File: src/rtl/stim_pkg.sv
// rtl/stim_pkg.sv - shared phase encoding and LFSR step function for the stimulus generator
package stim_pkg;

    typedef enum logic [1:0] {
        PHASE_IDLE     = 2'd0,
        PHASE_DIRECTED = 2'd1,
        PHASE_RANDOM   = 2'd2,
        PHASE_DONE     = 2'd3
    } phase_e;

    localparam logic [15:0] LFSR_MASK = 16'hB400;

    // Galois form, right shift: the bit shifted out selects the feedback mask.
    function automatic logic [15:0] lfsr_step(input logic [15:0] s);
        return (s >> 1) ^ (s[0] ? LFSR_MASK : 16'h0000);
    endfunction

endpackage

File: src/rtl/stim_seq_gen_if.sv
// rtl/stim_seq_gen_if.sv - stimulus beat handshake between generator and consumer
interface stim_seq_gen_if #(
    parameter int WIDTH = 2
);
    logic [WIDTH-1:0] stim;
    logic             stim_valid;
    logic             ready;

    modport master (output stim, output stim_valid, input ready);
    modport slave  (input stim, input stim_valid, output ready);
endinterface

File: src/rtl/lfsr16.sv
// rtl/lfsr16.sv - 16-bit Galois LFSR with synchronous seed load and advance enable
module lfsr16
    import stim_pkg::*;
#(
    parameter logic [15:0] SEED = 16'hACE1
) (
    input  logic        clk,
    input  logic        rst_n,
    input  logic        load,
    input  logic        advance,
    output logic [15:0] state
);

    always_ff @(posedge clk or negedge rst_n) begin
        if (!rst_n) begin
            state <= SEED;
        end else if (load) begin
            state <= SEED;
        end else if (advance) begin
            state <= lfsr_step(state);
        end
    end

endmodule

File: src/rtl/stim_seq_gen.sv
// rtl/stim_seq_gen.sv - directed-then-random stimulus sequencer with ready/valid backpressure
module stim_seq_gen
    import stim_pkg::*;
#(
    parameter int          WIDTH   = 2,
    parameter int          DIR_LEN = 10,
    parameter int          RND_LEN = 200,
    parameter logic [15:0] SEED    = 16'hACE1
) (
    input  logic                  clk,
    input  logic                  rst_n,
    input  logic                  start,
    stim_seq_gen_if.master        stim_bus,
    output logic [1:0]            phase,
    output logic                  done,
    output logic [15:0]           sample_idx
);

    if (SEED == 16'h0000) begin : g_bad_seed
        $error("stim_seq_gen: SEED must be nonzero");
    end
    if (WIDTH < 1 || WIDTH > 16) begin : g_bad_width
        $error("stim_seq_gen: WIDTH must be 1..16");
    end
    if (DIR_LEN < 0 || DIR_LEN > 65535 || RND_LEN < 0 || RND_LEN > 65535) begin : g_bad_len
        $error("stim_seq_gen: DIR_LEN and RND_LEN must be 0..65535");
    end

    localparam logic [15:0] DIR_LAST = (DIR_LEN == 0) ? 16'd0 : 16'(DIR_LEN - 1);
    localparam logic [15:0] RND_LAST = (RND_LEN == 0) ? 16'd0 : 16'(RND_LEN - 1);

    logic [1:0]       rst_sync;
    logic             rst_int_n;
    phase_e           state;
    logic [WIDTH-1:0] stim_q;
    logic             valid_q;
    logic             done_q;
    logic [15:0]      idx_q;
    logic [15:0]      beat_cnt;
    logic [15:0]      lfsr_state;
    logic [15:0]      lfsr_next;
    logic             unused_lfsr;
    logic             accept;
    logic             can_start;
    logic             lfsr_load;
    logic             lfsr_adv;
    logic [15:0]      idx_inc;

    // Assertion reaches the FSM immediately; release is delayed two clocks.
    always_ff @(posedge clk or negedge rst_n) begin
        if (!rst_n) begin
            rst_sync <= 2'b00;
        end else begin
            rst_sync <= {rst_sync[0], 1'b1};
        end
    end
    assign rst_int_n = rst_sync[1];

    assign accept    = valid_q & stim_bus.ready;
    assign can_start = (state == PHASE_IDLE) || (state == PHASE_DONE);
    assign lfsr_load = start & can_start;
    assign lfsr_adv  = accept & (state == PHASE_RANDOM);
    assign lfsr_next = lfsr_step(lfsr_state);
    assign unused_lfsr = ^lfsr_next;
    assign idx_inc   = (idx_q == 16'hFFFF) ? idx_q : idx_q + 16'd1;

    lfsr16 #(.SEED(SEED)) u_lfsr (
        .clk     (clk),
        .rst_n   (rst_int_n),
        .load    (lfsr_load),
        .advance (lfsr_adv),
        .state   (lfsr_state)
    );

    always_ff @(posedge clk or negedge rst_int_n) begin
        if (!rst_int_n) begin
            state    <= PHASE_IDLE;
            stim_q   <= '0;
            valid_q  <= 1'b0;
            done_q   <= 1'b0;
            idx_q    <= 16'd0;
            beat_cnt <= 16'd0;
        end else begin
            case (state)
                PHASE_IDLE, PHASE_DONE: begin
                    if (start) begin
                        idx_q    <= 16'd0;
                        beat_cnt <= 16'd0;
                        if (DIR_LEN != 0) begin
                            state   <= PHASE_DIRECTED;
                            stim_q  <= '0;
                            valid_q <= 1'b1;
                            done_q  <= 1'b0;
                        end else if (RND_LEN != 0) begin
                            state   <= PHASE_RANDOM;
                            stim_q  <= SEED[WIDTH-1:0];
                            valid_q <= 1'b1;
                            done_q  <= 1'b0;
                        end else begin
                            state   <= PHASE_DONE;
                            valid_q <= 1'b0;
                            done_q  <= 1'b1;
                        end
                    end
                end
                PHASE_DIRECTED: begin
                    if (accept) begin
                        idx_q <= idx_inc;
                        if (beat_cnt == DIR_LAST) begin
                            beat_cnt <= 16'd0;
                            if (RND_LEN != 0) begin
                                // LFSR was reloaded at start and has not moved yet
                                state  <= PHASE_RANDOM;
                                stim_q <= lfsr_state[WIDTH-1:0];
                            end else begin
                                state   <= PHASE_DONE;
                                valid_q <= 1'b0;
                                done_q  <= 1'b1;
                            end
                        end else begin
                            beat_cnt <= beat_cnt + 16'd1;
                            stim_q   <= stim_q + 1'b1;
                        end
                    end
                end
                PHASE_RANDOM: begin
                    if (accept) begin
                        idx_q <= idx_inc;
                        if (beat_cnt == RND_LAST) begin
                            state   <= PHASE_DONE;
                            valid_q <= 1'b0;
                            done_q  <= 1'b1;
                        end else begin
                            beat_cnt <= beat_cnt + 16'd1;
                            stim_q   <= lfsr_next[WIDTH-1:0];
                        end
                    end
                end
                default: state <= PHASE_IDLE;
            endcase
        end
    end

    assign stim_bus.stim       = stim_q;
    assign stim_bus.stim_valid = valid_q;
    assign phase               = state;
    assign done                = done_q;
    assign sample_idx          = idx_q;

endmodule
File: src/flat_wrapper.sv
// flat-port wrapper written by rule: the top's interface ports become plain ports
module stim_seq_gen_flat import stim_pkg::*;
#(
    parameter int          WIDTH   = 2,
    parameter int          DIR_LEN = 10,
    parameter int          RND_LEN = 200,
    parameter logic [15:0] SEED    = 16'hACE1
)
  (clk, rst_n, start, phase, done, sample_idx, stim_bus_stim, stim_bus_stim_valid, stim_bus_ready);
  stim_seq_gen_if #(.WIDTH(WIDTH)) stim_bus_i ();
  input  logic clk;
  input  logic rst_n;
  input  logic start;
  output logic [1:0] phase;
  output logic done;
  output logic [15:0] sample_idx;
  output wire logic [$bits(stim_bus_i.stim)-1:0] stim_bus_stim;
  output wire logic [$bits(stim_bus_i.stim_valid)-1:0] stim_bus_stim_valid;
  input wire logic [$bits(stim_bus_i.ready)-1:0] stim_bus_ready;
  assign stim_bus_stim = stim_bus_i.stim;
  assign stim_bus_stim_valid = stim_bus_i.stim_valid;
  assign stim_bus_i.ready = stim_bus_ready;
  stim_seq_gen #(.WIDTH(WIDTH), .DIR_LEN(DIR_LEN), .RND_LEN(RND_LEN), .SEED(SEED)) u_core (.clk(clk), .rst_n(rst_n), .start(start), .stim_bus(stim_bus_i), .phase(phase), .done(done), .sample_idx(sample_idx));
endmodule
File: config.mk
export PLATFORM = sky130hd
export DESIGN_NAME = stim_seq_gen_flat
export DESIGN_NICKNAME = d
export VERILOG_FILES = /design/src/rtl/stim_pkg.sv /design/src/rtl/stim_seq_gen_if.sv /design/src/rtl/lfsr16.sv /design/src/rtl/stim_seq_gen.sv /design/src/flat_wrapper.sv
export SDC_FILE = /design/constraint.sdc
export NUM_CORES = 1
export LEC_CHECK = 0
export CAP_MARGIN = 20
export CORE_ASPECT_RATIO = 1.25
export CORE_MARGIN = 2
export CORE_UTILIZATION = 30
export DETAILED_ROUTE_END_ITERATION = 10
export PLACE_DENSITY_LB_ADDON = 0.3
export SLEW_MARGIN = 20
export SYNTH_ARGS = -nofsm -noshare
export SYNTH_HDL_FRONTEND = slang
export SYNTH_SLANG_ARGS = --single-unit
export TNS_END_PERCENT = 5
File: constraint.sdc
create_clock -name clk -period 2 [get_ports clk]
set_input_delay 0.3 -clock clk [delete_from_list [all_inputs] [get_ports clk]]
set_output_delay 0.3 -clock clk [all_outputs]
set_load 0.005 [all_outputs]
After elaboration in Yosys (flattened, before gate mapping)
Index checks and enable logic that the tools add are counted.
{"block": "totals", "regBits": 56, "out_inout_bits": 22, "wordCells": 71}
{"block": "classes", "addsub": 3, "eq_ne": 14, "n_mux": 32, "n_bitwise": 5, "n_reduce_logical": 9}
{"op": "$mux 16", "count": 10}
{"op": "$pmux 16 s3", "count": 1}
{"op": "$add 16x1->16 const B", "count": 2}
{"op": "$pmux 16 s2", "count": 1}
{"op": "$mux 2", "count": 10}
{"op": "$eq 16x16->1 const B", "count": 1}
{"op": "$eq 16x4->1 const B", "count": 1}
{"op": "$eq 16x8->1 const B", "count": 1}
{"op": "$xor 15x16->16", "count": 1}
{"op": "$pmux 2 s3", "count": 2}
{"op": "$ne 2x1->1 const B", "count": 4}
{"op": "$ne 2x2->1 const B", "count": 4}
{"op": "$reduce_and 4->1", "count": 2}
{"op": "$mux 1", "count": 6}
{"op": "$reduce_and 5->1", "count": 1}
{"op": "$eq 2x2->1 const B", "count": 2}
{"op": "$pmux 1 s2", "count": 2}
{"op": "$reduce_or 2->1", "count": 2}
{"op": "$and 1x1->1", "count": 3}
{"op": "$reduce_and 3->1", "count": 1}
{"op": "$add 2x1->2 const B", "count": 1}
{"op": "$eq 2x1->1 const B", "count": 1}
{"op": "$logic_not 2->1", "count": 1}
{"op": "$reduce_bool 2->1", "count": 1}
{"op": "other kinds (2)", "count": 2}

Longest topological paths before layout
Gate-level depths: netlist of run 1.
{"block": "logic_depth", "ltp_word": 5, "ltp_mapped": 9, "mapped_depth_nobuf": 7}

Hierarchy
From an unflattened synthesis of run 1, not the netlist that was laid out.
{"block": "unflattened", "cells_unflattened": 292, "hier_area_um2": 3026.7}
{"module": "stim_seq_gen", "instances": 1, "cells_per_inst": 236, "area_each_um2": 2299.7, "seq_area_each_um2": 1001.0}
{"module": "lfsr16", "instances": 1, "cells_per_inst": 56, "area_each_um2": 726.9, "seq_area_each_um2": 410.4}

Worst setup path after synthesis of run 1
Ideal clock, no wire load.
{"block": "synth_timing", "kind": "reg2reg", "start": "register u_core.state[0], in the netlist u_core.phase[0]", "end": "register u_core.beat_cnt[7]", "setup_time_ns": 0.076, "t_arrival_ns": 1.861, "setup_slack_ns": 0.062, "path_stages_with_launch": 9, "n_path_buf": 1, "path_cell_list": "dfrtp_1 -> inv_1 -> ha_1 -> buf_2 -> o2bb2ai_1 -> nand2_1 -> a31o_2 -> or4_1 -> o21ai_1"}
{"block": "synth_between", "elab_chain_len": 4, "elab_cells_between_ends": 11}
{"element": "start, declared", "line": "stim_seq_gen.sv:34", "text": "phase_e state;"}
{"element": "start signal, assigned", "line": "stim_seq_gen.sv:77", "text": "state <= PHASE_IDLE;"}
{"element": "start signal, assigned", "line": "stim_seq_gen.sv:90", "text": "state <= PHASE_DIRECTED;"}
{"element": "start signal, assigned", "line": "stim_seq_gen.sv:95", "text": "state <= PHASE_RANDOM;"}
{"element": "$eq 2x2->1 or $logic_not 2->1 (tied branches)", "line": "stim_seq_gen.sv:84", "text": "case (state)"}
{"element": "$reduce_or 2->1", "line": "stim_seq_gen.sv:84"}
{"element": "$ne 2x2->1 (no line)"}
{"element": "$reduce_and 4->1 (no line)"}
{"element": "end signal, assigned", "line": "stim_seq_gen.sv:121", "text": "beat_cnt <= beat_cnt + 16'd1;"}
{"element": "end signal, assigned", "line": "stim_seq_gen.sv:134", "text": "beat_cnt <= beat_cnt + 16'd1;"}
{"element": "end, declared", "line": "stim_seq_gen.sv:39", "text": "logic [15:0] beat_cnt;"}
Parallel ways exist; a longest one is shown, timed or not.
A chain may end at the register's enable or synchronous reset.

Final worst setup path of run 1
{"block": "layout_timing", "start": "register u_core.beat_cnt[5]", "end": "register u_core.beat_cnt[3]"}
{"block": "layout_between", "elab_chain_len": 4, "elab_cells_between_ends": 7}
{"element": "$eq 16x4->1", "line": "stim_seq_gen.sv:109", "text": "if (beat_cnt == DIR_LAST) begin"}
{"element": "$mux 16", "line": "stim_seq_gen.sv:109"}
{"element": "$mux 16", "line": "stim_seq_gen.sv:107", "text": "if (accept) begin"}
{"element": "$pmux 16 s3", "line": "stim_seq_gen.sv:84"}
Parallel ways exist; a longest one is shown, timed or not. The select of a mux whose other input is x is not followed.

==> results of run 1 <==
state kept, by name (all words and copies together), names as in the netlist:
name / flops
u_core.beat_cnt: 16
u_core.sample_idx: 16
u_core.u_lfsr.state: 16
u_core.phase: 2
u_core.rst_sync: 2
u_core.stim_bus.stim: 2
u_core.done: 1
u_core.stim_bus.stim_valid: 1
area by class of cell:
cell class              instances  area [sq um]  share of cell area [%]
clock buffers                   5         125.1                   3.164
well taps                     126         157.7                   3.986
flip-flops and latches         56          1414                   35.75
multi-input cells             234          1508                   38.12
clock inverters                 3         21.27                  0.5378
inverters                      13         48.80                   1.234
repair buffers                 79         680.7                   17.21
worst max-delay path by stage:
| stage | start | cells after the start | slack [ns] | to |
|---|---|---|---|---|
| floorplan | u_core.phase[0] | 8 | 0.06 | u_core.beat_cnt[7] |
| global placement | u_core.beat_cnt[5] | 7 | 0.01 | u_core.beat_cnt[0] |
| detailed placement | stim_bus_ready | 6 | -0.005 | u_core.beat_cnt[7] |
| CTS | u_core.phase[0] | 7 | 0.02 | u_core.beat_cnt[7] |
| global route | u_core.beat_cnt[0] | 6 | 0.002 | u_core.beat_cnt[13] |
| finish | u_core.beat_cnt[5] | 7 | 0.05 | u_core.beat_cnt[3] |
layer usage:
metal / track usage, % / vias up
li1: - / 1294
met1: 17.01 / 1257
met2: 26.28 / 28
met3: 2.097 / 4
met4: 3.137 / 0
met5: 0 / -
power by group:
part	switching [W]	internal, W	leakage [nW]
sequential	0.000144	0.00135	0.730
combinational	0.00112	0.00108	0.927
clock	0.000428	0.000468	0.0702
total	0.00169	0.00289	1.73
layout by cell type, fill, tap and decap left out, drive strengths merged, types with 5 or more instances in the layout:
cell / n
xnor2: 6
nor3: 8
dfrtp: 48
dfstp: 8
nand2: 55
a21oi: 14
nor2: 17
inv: 13
nand4: 7
clkbuf: 5
or4: 5
ha: 6
clkdlybuf4s50: 25
o31ai: 8
buf: 54
a22o: 6
o21ai: 14
and3: 9
nand3: 19
o211ai: 7
nor4: 6
timing repair:
action,CTS,global route
buffers inserted,0,1
gates resized for setup,1,9
pin swaps,1,2
setup endpoints to repair,3,24
cells by family after synthesis:
| family | count (synthesis) |
|---|---|
| compound gates | 74 |
| xor+xnor | 10 |
| fa+ha+maj | 6 |
| buf+inv | 25 |
| flops | 56 |
| mux | 4 |
| other cells | 1 |
| simple gates | 139 |
per-stage QoR:
stage | cell area [sq um] | hold slack, ns | utilization (%) | total power [W]
after floorplan | 2972 | 0.004409 | - | 0.002573
final | 3955 | 0.1644 | 41.16 | 0.004579
after detailed placement | 3745 | 0.2768 | 38.97 | 0.003556
after global routing | 3955 | 0.1682 | 41.16 | 0.004906
after global placement | 3745 | 0.2737 | 38.97 | 0.003523
after CTS | 3894 | 0.1595 | 40.52 | 0.004486
==> metrics.md, run 1 <==
| Metric | Value |
|---|---|
| Outcome | finished clean |
| Row count | 40 |
| Fin crit share | a little over nine tenths |
| Die W | 93.02 um |
| Family with the most delay on the worst path | simple AND/OR/NAND/NOR gates |
| Dpl hpwl | 5244 um |
| Worst Path Required | 2.18 ns |
| CTS sink count | 56 |
| CP Cell Sequence | nor4_2, buf_4, nand4_2, a31oi_4, nor2_2, buf_4, a22o_1 |
| Met2 WL | 3762 um |
| Largest net degree at the start of global routing | 55 |
| Adder-Cell Fraction of Synth Area | under 10% |
| Sum Neg Setup Slack | 0 ns |
| Vias | 2583 |
| CP most frequent cell | buf_4 |
| Main combinational cell family by area after synthesis | simple AND/OR/NAND/NOR gates |
| Layout cells sized above 1 | 22.82% |
| Global placer's final weighted congestion | 0.8259 |
| Share of the synthesized area in the top cell type | slightly above 40% |
| Antenna Cells | 0 |
| H-tree depth | 2 |
| CTS Buffer Depth | 2 |
| EDFF count, synth | 0 |
| Max Cap Violations | 0 |
| Mapped Area | 2972 sq um |
| Final count of hold timing violations | 0 |
| Worst Hold Class | input pin to asynchronous set/reset pin |
| Clk_lat worst skew | 0.30 ns |
| Die span in y | 115.3 um |
| DR top layer | met4 |
| Layout Nets | 399 |
| Seq/Total Area, Yosys | between 40% and 50% |
| # hold bufs at CTS | 0 |
| Fmax | 0.5123 GHz |
| Xor and xnor fraction of the mapped netlist area | roughly 2.9% |
| Post-synthesis compound-gate area fraction | 18.06% |
| Final Non-Filler Cells | 516 |
| VDD IR max | approximately 0.00059 V |
| Area contributors post-synth | dfrtp_1 40%, dfstp_2 7.1%, nand2_1 6.9% |
| Crit path max fanout | 7 |
| Area Overhead vs Synth | 33.09% |
| First-pass GRT wire length | 12280 um |
| Post-layout min period | ~2.0 ns |
| Synth Area per Inst | 9.434 sq um |
| Initial antenna violation count | 0 |
| Synth Area in Simple Gates | a little under a quarter |
| Post-synth cell types | 55 |
| Final Slew Violations | 0 |
| Synth Register Bits | 56 |
| Reg2reg path depth | 7 |
| Share of async-settable or async-resettable flops after synthesis | 100.0% |
| Wire per inst | between 10 and 15 um |
| Worst setup SP type | flip-flop |
| Crit path capture type | flip-flop |
| Vias per inst | 5.006 |
| Root buffer cell | clkbuf_16 |
| Count of final setup violators | 0 |
| WS Path Type | flip-flop to flip-flop |
| WP buf/inv | 2 |
| Vias in the first global route | roughly 2600 |
| Core footprint | slightly below 10000 sq um |
| CTS tree | built |
| Ports | 26 |
| Congestion Overflow GR | 0 |
| Post-Syn Nets | 325 |
| Worst Skew | approximately 0.0085 ns |
| Top_reg_cell synth | dfrtp_1 |
| IO Port Bufs | 25 |
| Mux contribution to synthesized area | about 1.4% |
| Met3 routed WL | 155 um |
| DRC | 0 |
| Synthesized instance count | between 300 and 400 |
| Pwr dens | 1158 nW/um^2 |
| Post-synth top area cell | dfrtp_1 |
| Synth cell count leaders | 55 x nand2_1, 48 x dfrtp_1, 19 x nand3_1, 16 x nor2_1, 14 x a21oi_1 |
| Critical Path Slowest Stage Cell | dfrtp_1 |
| First-pass DRT Iterations | 4 |
| Initial cell density of the core | 30.92% |
| Leakage power | 1.728 nW |
| Crit path largest cell delay | 0.39 ns |
| Worst R2R End | u_core.beat_cnt[3] |
| CTS clk-pin slew, worst paths | roughly 0.070 ns |
| DR iter-0 viols | between 100 and 150 |
| # placed instances | slightly above 500 |
| Post-Route WL | 7117 um |
| Tot GR Track Use | 14.06% |
| R2R setup slack | approximately 0.048 ns |
| WL met1 | roughly 3100 um |
| Pre-CTS setup slack | -0.004647 ns |
| CTS buffer count | 5 |
| RSZ-0062 raised after global routing | false |
| Final WS setup | 0.04809 ns |
| Die ar. | 10720 sq um |
| Fill cell count | 965 |
| Most frequent cell after synthesis | nand2_1 |
| CP arrival | between 2 and 2.5 ns |
| Ys Warns | 0 |
| FF-to-FF Start | u_core.beat_cnt[5] |
| ANT nets after route | 0 |
Power figures use the tool's default switching activity.
==> run 2: changes to the inputs <==
--- a/config.mk
+++ b/config.mk
@@ -11,7 +11,6 @@
 export CORE_UTILIZATION = 30
 export DETAILED_ROUTE_END_ITERATION = 10
 export PLACE_DENSITY_LB_ADDON = 0.3
-export SLEW_MARGIN = 20
 export SYNTH_ARGS = -nofsm -noshare
 export SYNTH_HDL_FRONTEND = slang
 export SYNTH_SLANG_ARGS = --single-unit
==> results of run 2 <==
Final layout, timing and power as in run 1 (identical DEF).
==> run 3: changes to the inputs <==
--- a/config.mk
+++ b/config.mk
@@ -14,4 +14,3 @@
 export SYNTH_ARGS = -nofsm -noshare
 export SYNTH_HDL_FRONTEND = slang
 export SYNTH_SLANG_ARGS = --single-unit
-export TNS_END_PERCENT = 5
==> results of run 3 <==
Final layout, timing and power as in run 1 (identical DEF).
